$ cat src/rtl/ccd_phase_sequencer.sv
// CCD line readout sequencer: per pixel emits phi_r, settle gap, phi_p and gap
// with programmable widths, and drives the phase-mux select line.
//
// state  | meaning
// IDLE   | waiting for start, phases low, selector on phi_r
// RST    | phi_r high
// SETTLE | gap after phi_r, selector still on phi_r
// SIG    | phi_p high, selector on phi_p
// GAP    | gap after phi_p, then next pixel or DONE
// DONE   | one-cycle completion pulse
module ccd_phase_sequencer #(
  parameter int CNT_W = 8,
  parameter int PIX_W = 12
) (
  input  logic             i_clk,
  input  logic             i_rst,
  input  logic             i_start,
  input  logic [PIX_W-1:0] i_num_pix,
  input  logic [CNT_W-1:0] i_t_rst,
  input  logic [CNT_W-1:0] i_t_settle,
  input  logic [CNT_W-1:0] i_t_sig,
  input  logic [CNT_W-1:0] i_t_gap,
  output logic             o_phi_r,
  output logic             o_phi_p,
  output logic             o_selector,
  output logic             o_busy,
  output logic             o_done,
  output logic [PIX_W-1:0] o_pix_cnt
);

  typedef enum logic [2:0] {
    S_IDLE, S_RST, S_SETTLE, S_SIG, S_GAP, S_DONE
  } state_t;

  state_t           state_q, state_d;
  logic [CNT_W-1:0] ph_cnt_q, ph_cnt_d;
  logic [PIX_W-1:0] pix_cnt_q, pix_cnt_d;
  logic [PIX_W-1:0] num_pix_q;
  logic [CNT_W-1:0] t_rst_q, t_settle_q, t_sig_q, t_gap_q;
  logic             load_cfg;
  logic             last_pix;

  // A zero duration behaves as one cycle, so the down-counter reload is max(t,1)-1.
  function automatic logic [CNT_W-1:0] reload(input logic [CNT_W-1:0] t);
    return (t == '0) ? '0 : t - 1'b1;
  endfunction

  assign last_pix = (pix_cnt_q == num_pix_q - 1'b1);

  always_comb begin
    state_d   = state_q;
    ph_cnt_d  = ph_cnt_q;
    pix_cnt_d = pix_cnt_q;
    load_cfg  = 1'b0;
    case (state_q)
      S_IDLE: begin
        if (i_start) begin
          load_cfg  = 1'b1;
          pix_cnt_d = '0;
          ph_cnt_d  = reload(i_t_rst);
          state_d   = (i_num_pix == '0) ? S_DONE : S_RST;
        end
      end
      S_RST: begin
        if (ph_cnt_q == '0) begin
          state_d  = S_SETTLE;
          ph_cnt_d = reload(t_settle_q);
        end else begin
          ph_cnt_d = ph_cnt_q - 1'b1;
        end
      end
      S_SETTLE: begin
        if (ph_cnt_q == '0) begin
          state_d  = S_SIG;
          ph_cnt_d = reload(t_sig_q);
        end else begin
          ph_cnt_d = ph_cnt_q - 1'b1;
        end
      end
      S_SIG: begin
        if (ph_cnt_q == '0) begin
          state_d  = S_GAP;
          ph_cnt_d = reload(t_gap_q);
        end else begin
          ph_cnt_d = ph_cnt_q - 1'b1;
        end
      end
      S_GAP: begin
        if (ph_cnt_q == '0) begin
          if (last_pix) begin
            state_d = S_DONE;
          end else begin
            state_d   = S_RST;
            pix_cnt_d = pix_cnt_q + 1'b1;
            ph_cnt_d  = reload(t_rst_q);
          end
        end else begin
          ph_cnt_d = ph_cnt_q - 1'b1;
        end
      end
      S_DONE:  state_d = S_IDLE;
      default: state_d = S_IDLE;
    endcase
  end

  always_ff @(posedge i_clk) begin
    if (i_rst) begin
      state_q    <= S_IDLE;
      ph_cnt_q   <= '0;
      pix_cnt_q  <= '0;
      num_pix_q  <= '0;
      t_rst_q    <= '0;
      t_settle_q <= '0;
      t_sig_q    <= '0;
      t_gap_q    <= '0;
    end else begin
      state_q   <= state_d;
      ph_cnt_q  <= ph_cnt_d;
      pix_cnt_q <= pix_cnt_d;
      if (load_cfg) begin
        num_pix_q  <= i_num_pix;
        t_rst_q    <= i_t_rst;
        t_settle_q <= i_t_settle;
        t_sig_q    <= i_t_sig;
        t_gap_q    <= i_t_gap;
      end
    end
  end

  // Outputs are registered from the next state so they line up with the state cycles.
  always_ff @(posedge i_clk) begin
    if (i_rst) begin
      o_phi_r    <= 1'b0;
      o_phi_p    <= 1'b0;
      o_selector <= 1'b1;
      o_busy     <= 1'b0;
      o_done     <= 1'b0;
    end else begin
      o_phi_r    <= (state_d == S_RST);
      o_phi_p    <= (state_d == S_SIG);
      o_selector <= !((state_d == S_SIG) || (state_d == S_GAP));
      o_busy     <= (state_d == S_RST) || (state_d == S_SETTLE) ||
                    (state_d == S_SIG) || (state_d == S_GAP);
      o_done     <= (state_d == S_DONE);
    end
  end

  assign o_pix_cnt = pix_cnt_q;

endmodule

$ cat config.mk
export PLATFORM = sky130hd
export DESIGN_NAME = ccd_phase_sequencer
export DESIGN_NICKNAME = d
export VERILOG_FILES = /design/src/rtl/ccd_phase_sequencer.sv
export SDC_FILE = /design/constraint.sdc
export NUM_CORES = 1
export LEC_CHECK = 0
export ABC_AREA = 1
export CAP_MARGIN = 20
export CORE_MARGIN = 2
export CORE_UTILIZATION = 45
export DETAILED_ROUTE_END_ITERATION = 16
export PLACE_DENSITY_LB_ADDON = 0.3
export SLEW_MARGIN = 20
export SYNTH_ARGS = -nofsm -noshare
export SYNTH_HDL_FRONTEND = slang
export SYNTH_SLANG_ARGS = --single-unit
export TNS_END_PERCENT = 100
$ cat constraint.sdc
create_clock -name i_clk -period 2.4 [get_ports i_clk]
set_clock_uncertainty 0.05 [all_clocks]
set_input_delay 0.48 -clock i_clk [delete_from_list [all_inputs] [get_ports i_clk]]
set_output_delay 0.48 -clock i_clk [all_outputs]
set_load 0.1 [all_outputs]
[After elaboration in Yosys (flattened, before gate mapping)]
Index checks and enable logic that the tools add are counted.
Storage, ports and cells
  bits in registers: 72
  input port bits: 47
  logic and storage cells: 78
Cells by class
  add/sub/neg operators: 8
  equality and inequality tests: 14
  multiplexer cells: 26
  reduce and logical (&&, ||, !) cells: 17
Operator list (count)
  2-to-1 mux 8 bit: 11
  logical NOT 8 bit: 6
  subtractor 8 x 1 -> 8 bit (second input constant): 6
  case mux 8 bit (5 select lines): 1
  2-to-1 mux 12 bit: 3
  case mux 12 bit (2 select lines): 1
  2-to-1 mux 3 bit: 7
  case mux 3 bit (5 select lines): 1
  adder 12 x 1 -> 12 bit (second input constant): 1
  == test 12 bit: 1
  == test 3 x 2 -> 1 bit (second input constant): 4
  logical NOT 12 bit: 1
  subtractor 12 x 1 -> 12 bit (second input constant): 1
  == test 3 bit (second input constant): 3
  == test 3 x 1 -> 1 bit (second input constant): 2
  inequality test 2 bit (second input constant): 3
  nonzero test 5 bit: 1
  logical OR 1 bit: 4
  AND reduction 4 bit: 1
  logical NOT 3 bit: 1
  inequality test 3 bit (second input constant): 1
  AND reduction 3 bit: 1
  2-to-1 mux 1 bit: 2
  nonzero test 2 bit: 1
  logical NOT 1 bit: 1

[Longest topological paths before layout]
  word-level depth: 9
  depth in mapped cells: 15
  gate-level depth less buffers: 15

[Least setup slack after synthesis]
OpenSTA, ideal clock, no wires.
  kind: reg-to-reg
  from: reg pix_cnt_q[4] (netlist: o_pix_cnt[4])
  to: reg pix_cnt_q[2] (netlist: o_pix_cnt[2])
  library setup time: 67 ps
  data arrival time: 2314 ps
  required time: 2283 ps
  setup slack: -31 ps
  stages on the path, launching flop included: 15
  cell sequence: dfxtp_1 buf_2 nand2_1 nand2_1 nand2_1 nand2_1 nand2_1 nor2_1 nand2_1 nor2_4 nand4_4 nand2_2 buf_6 nand2_1 a21oi_2
On the way
  cells in the longest elaborated chain, start to end: 3
RTL lines
  start, declared: line 37  | logic [PIX_W-1:0] pix_cnt_q, pix_cnt_d;
  start signal, assigned: line 119  | pix_cnt_q <= pix_cnt_d;
  == test 12 bit: line 48  | assign last_pix = (pix_cnt_q == num_pix_q - 1'b1);
  inequality test 2 bit (no source line)
  AND reduction 4 bit (no source line)
Every way passes these cells.
A chain may end at the register's enable or synchronous reset.

[Final worst setup path]
  from: reg num_pix_q[0]
  to: reg ph_cnt_q[2]
On the way
  cells in the longest elaborated chain, start to end: 4
RTL lines
  start, declared: line 38  | logic [PIX_W-1:0] num_pix_q;
  start signal, assigned: line 121  | num_pix_q <= i_num_pix;
  subtractor 12 x 1 -> 12 bit: line 48
  == test 12 bit: line 48
  inequality test 3 bit (no source line)
  AND reduction 3 bit (no source line)
  end signal, assigned: line 118  | ph_cnt_q <= ph_cnt_d;
  end, declared: line 36  | logic [CNT_W-1:0] ph_cnt_q, ph_cnt_d;
Every way passes these cells.

==> flow_metrics.tcl <==
set metrics [dict create \
    status "complete, no violations" \
    yosys_register_bits 72 \
    dr.pass1.iters 7 \
    worst-path-max-fanout 7 \
    synth_top_family_by_area "simple AND/OR/NAND/NOR gates" \
    initial_core_util_pct 46.52 \
    dp_hpwl_um 9848 \
    synth_compound_area_share_pct 13.18 \
    synthXorXnorAreaFrac_pct 6.748 \
    area_delta_synth_final_pct 21.34 \
    critPathMaxStageDelay_ns 0.34 \
    cp_cell_sequence "inv_2 -> ha_2 -> nand2_1 -> nor2_2 -> nand2_1 -> nand2_1 -> nand2_1 -> nand2_1 -> nand2_1 -> nor2_4 -> nand4_4 -> nand2_4 -> inv_2 -> nor2_1 -> nor2_1" \
    multiInputGateArea_um2 2904 \
    post-route-drc-count 0 \
    first_iter_violations 228 \
    period_needed_ns 2.162 \
    final_nets 888 \
    cp.required_ns 2.60 \
    synth_cell_types 34 \
    grt_usage_pct 22.90 \
    drv_slew 0 \
    antennaDiodeCount 0 \
    io_buffers 63 \
    hold_class "reg -> reg" \
    antenna_found_initial 0 \
    critPathArrivalTime_ns 2.36 \
    cts_sinks 72 \
    setup_tns_ns 0 \
    slowest_stage "dfxtp_1" \
    die_h_um 107.3 \
    dieWidth_um 107.3 \
    synth_simple_gate_area_share_pct 36.95 \
    hold_ws_ns 0.4259 \
    grt_pass1_wl_um 21140 \
    synth_adder_area_share_pct 3.127 \
    synth_cells 760 \
    cp_common_cell "nand2_1" \
    worst-setup-path-type "reg -> reg" \
    relSlewSlack_pct 69.38 \
    rsz0062_at_grt "false" \
    worst_pin_slew_ns 0.4577 \
    cts.path.max_buffers 2 \
    synth-main-ff-cell "dfxtp_1" \
    drive_above_1_share_pct 11.16 \
    avgRoutedWirePerCell_um 13.09 \
    synth_edf_count 0 \
    worstSetupEndpointType "flop" \
    final_antenna_net_count 0 \
    synth_mux_area_share_pct 0 \
    cts-root-buf "clkbuf_8" \
    leakage_nw 2.609 \
    insertion_delay_ns 0.36 \
    viasPerCell 5.160 \
    most-common-layout-cells "176 x nand2_1, 102 x nor2_1, 82 x inv_1" \
    wirelength_um 12680 \
    cts_buffers 9 \
    async_reset_ff_share_pct 0 \
    hold_violations 0 \
    via_count 5000 \
    synth_nets 819 \
    yosys_warnings 0 \
    cts_tree "done" \
    place.gp.congestion 0.9400 \
    dpl.cell_count 952 \
    htreeDepth 3 \
    vdd_drop_max_uv 382.7 \
    fmax_ghz 0.4624 \
    grt_max_degree 53 \
    final_common_cell "nand2_1" \
    gr-total-overflow 0 \
    rrSetupSlack_ns 0.24 \
    instances_no_fill 969 \
    cts.clk_slew.worst_paths_ns 0.09 \
    syn_avg_cell_area_um2 6.319 \
    seqCellArea_um2 1444 \
    grt_pass1_vias 4798 \
    powerDensity_nw_per_um2 657.9 \
    syn_area_um2 4802 \
    core_um2 10320 \
    startpoint_type "flop" \
    ys_seq_area_share_pct 30.02 \
    num_rows 37 \
    setup_violations 0 \
    pin_count 64 \
    fin_crit_sh_pct 90.10 \
    n_fill_cell 1032 \
    dieArea_um2 11510 \
    drv_cap 0 \
]
## logic make-up (layout without fill, tap and decap cells)
family | after synthesis | count (layout)
buf+inv | 117 | 190
compound gates | 122 | 122
flops | 72 | 72
simple gates | 400 | 400
fa+ha+maj | 12 | 12
xor+xnor | 37 | 37
## flip-flops by register name, summed over array words and instances, names as in the netlist
| signal | flops |
|---|---|
| t_gap_q | 8 |
| num_pix_q | 12 |
| o_busy | 1 |
| o_phi_r | 1 |
| o_phi_p | 1 |
| o_done | 1 |
| t_sig_q | 8 |
| o_selector | 1 |
| t_rst_q | 8 |
| t_settle_q | 8 |
| o_pix_cnt | 12 |
| ph_cnt_q | 8 |
| state_q | 3 |
## metrics by stage
| stage | area (µm²) | util, % | setup slack [ns] | power [W] |
|---|---|---|---|---|
| floorplan | 4805 | - | 0.0005598 | 0.002416 |
| global placement | 5582 | 54.07 | 0.04180 | 0.002725 |
| detailed placement | 5582 | 54.07 | -0.01948 | 0.002761 |
| CTS | 5792 | 56.10 | 0.1180 | 0.003838 |
| global route | 5827 | 56.44 | 0.007135 | 0.004082 |
| finish | 5827 | 56.44 | 0.2375 | 0.003834 |
## synth_stat cells, types with 8 or more instances
master | number | area share [%]
ha_1 | 12 | 3.1
nor2_2 | 11 | 1.4
inv_1 | 83 | 6.5
nand2_1 | 178 | 14
dfxtp_1 | 72 | 30
clkbuf_1 | 15 | 1.2
nand4_1 | 8 | 1.0
xor2_1 | 29 | 5.3
nor3_1 | 9 | 0.94
o21ai_0 | 58 | 6.0
nor2_1 | 102 | 8.0
a21oi_1 | 55 | 5.7
nand3_1 | 71 | 7.4
inv_2 | 8 | 0.63
xnor2_1 | 8 | 1.5
## final cells by class
class	count	area share [%]
inverters	92	5.970
well taps	136	2.920
clock inverters	5	1.417
repair buffers	83	12.88
flip-flops and latches	72	24.78
multi-input cells	571	49.84
clock buffers	10	2.190
## timing repair
action                     4_1_cts  5_1_grt
hold buffers                     0        0
gates resized for setup          0        6
setup buffers                    0        2
setup endpoints to repair        0       24
## routing by layer
metal | up-vias | wire (µm) | share of wire [%] | GRT usage [%]
li1 | 2568 | - | - | -
met1 | 2261 | 5671 | 45 | 27.51
met2 | 135 | 6105 | 48 | 40.14
met3 | 36 | 490 | 3.9 | 2.906
met4 | 0 | 413 | 3.3 | 11.22
met5 | - | 0 | 0 | 0
## worst max-delay path: cells and delay by family, from the launching register on
| family | cells | cell delay, ns |
|---|---|---|
| buf+inv | 2 | 0.17 |
| flops | 1 | 0.34 |
| fa+ha+maj | 1 | 0.22 |
| simple gates | 12 | 1.27 |
## report_power, final
part,switching [W],internal [W]
Sequential,0.000103,0.00132
Clock,0.000488,0.000582
Combinational,0.000864,0.000479
Total,0.00145,0.00238
## worst paths after layout
path,start,endpoint,depth (start not counted)
max reg2reg,num_pix_q[0],ph_cnt_q[2],15
min,ph_cnt_q[1],ph_cnt_q[1],2
min reg2reg,ph_cnt_q[1],ph_cnt_q[1],2
max,num_pix_q[0],ph_cnt_q[2],15
Power figures use the tool's default switching activity.
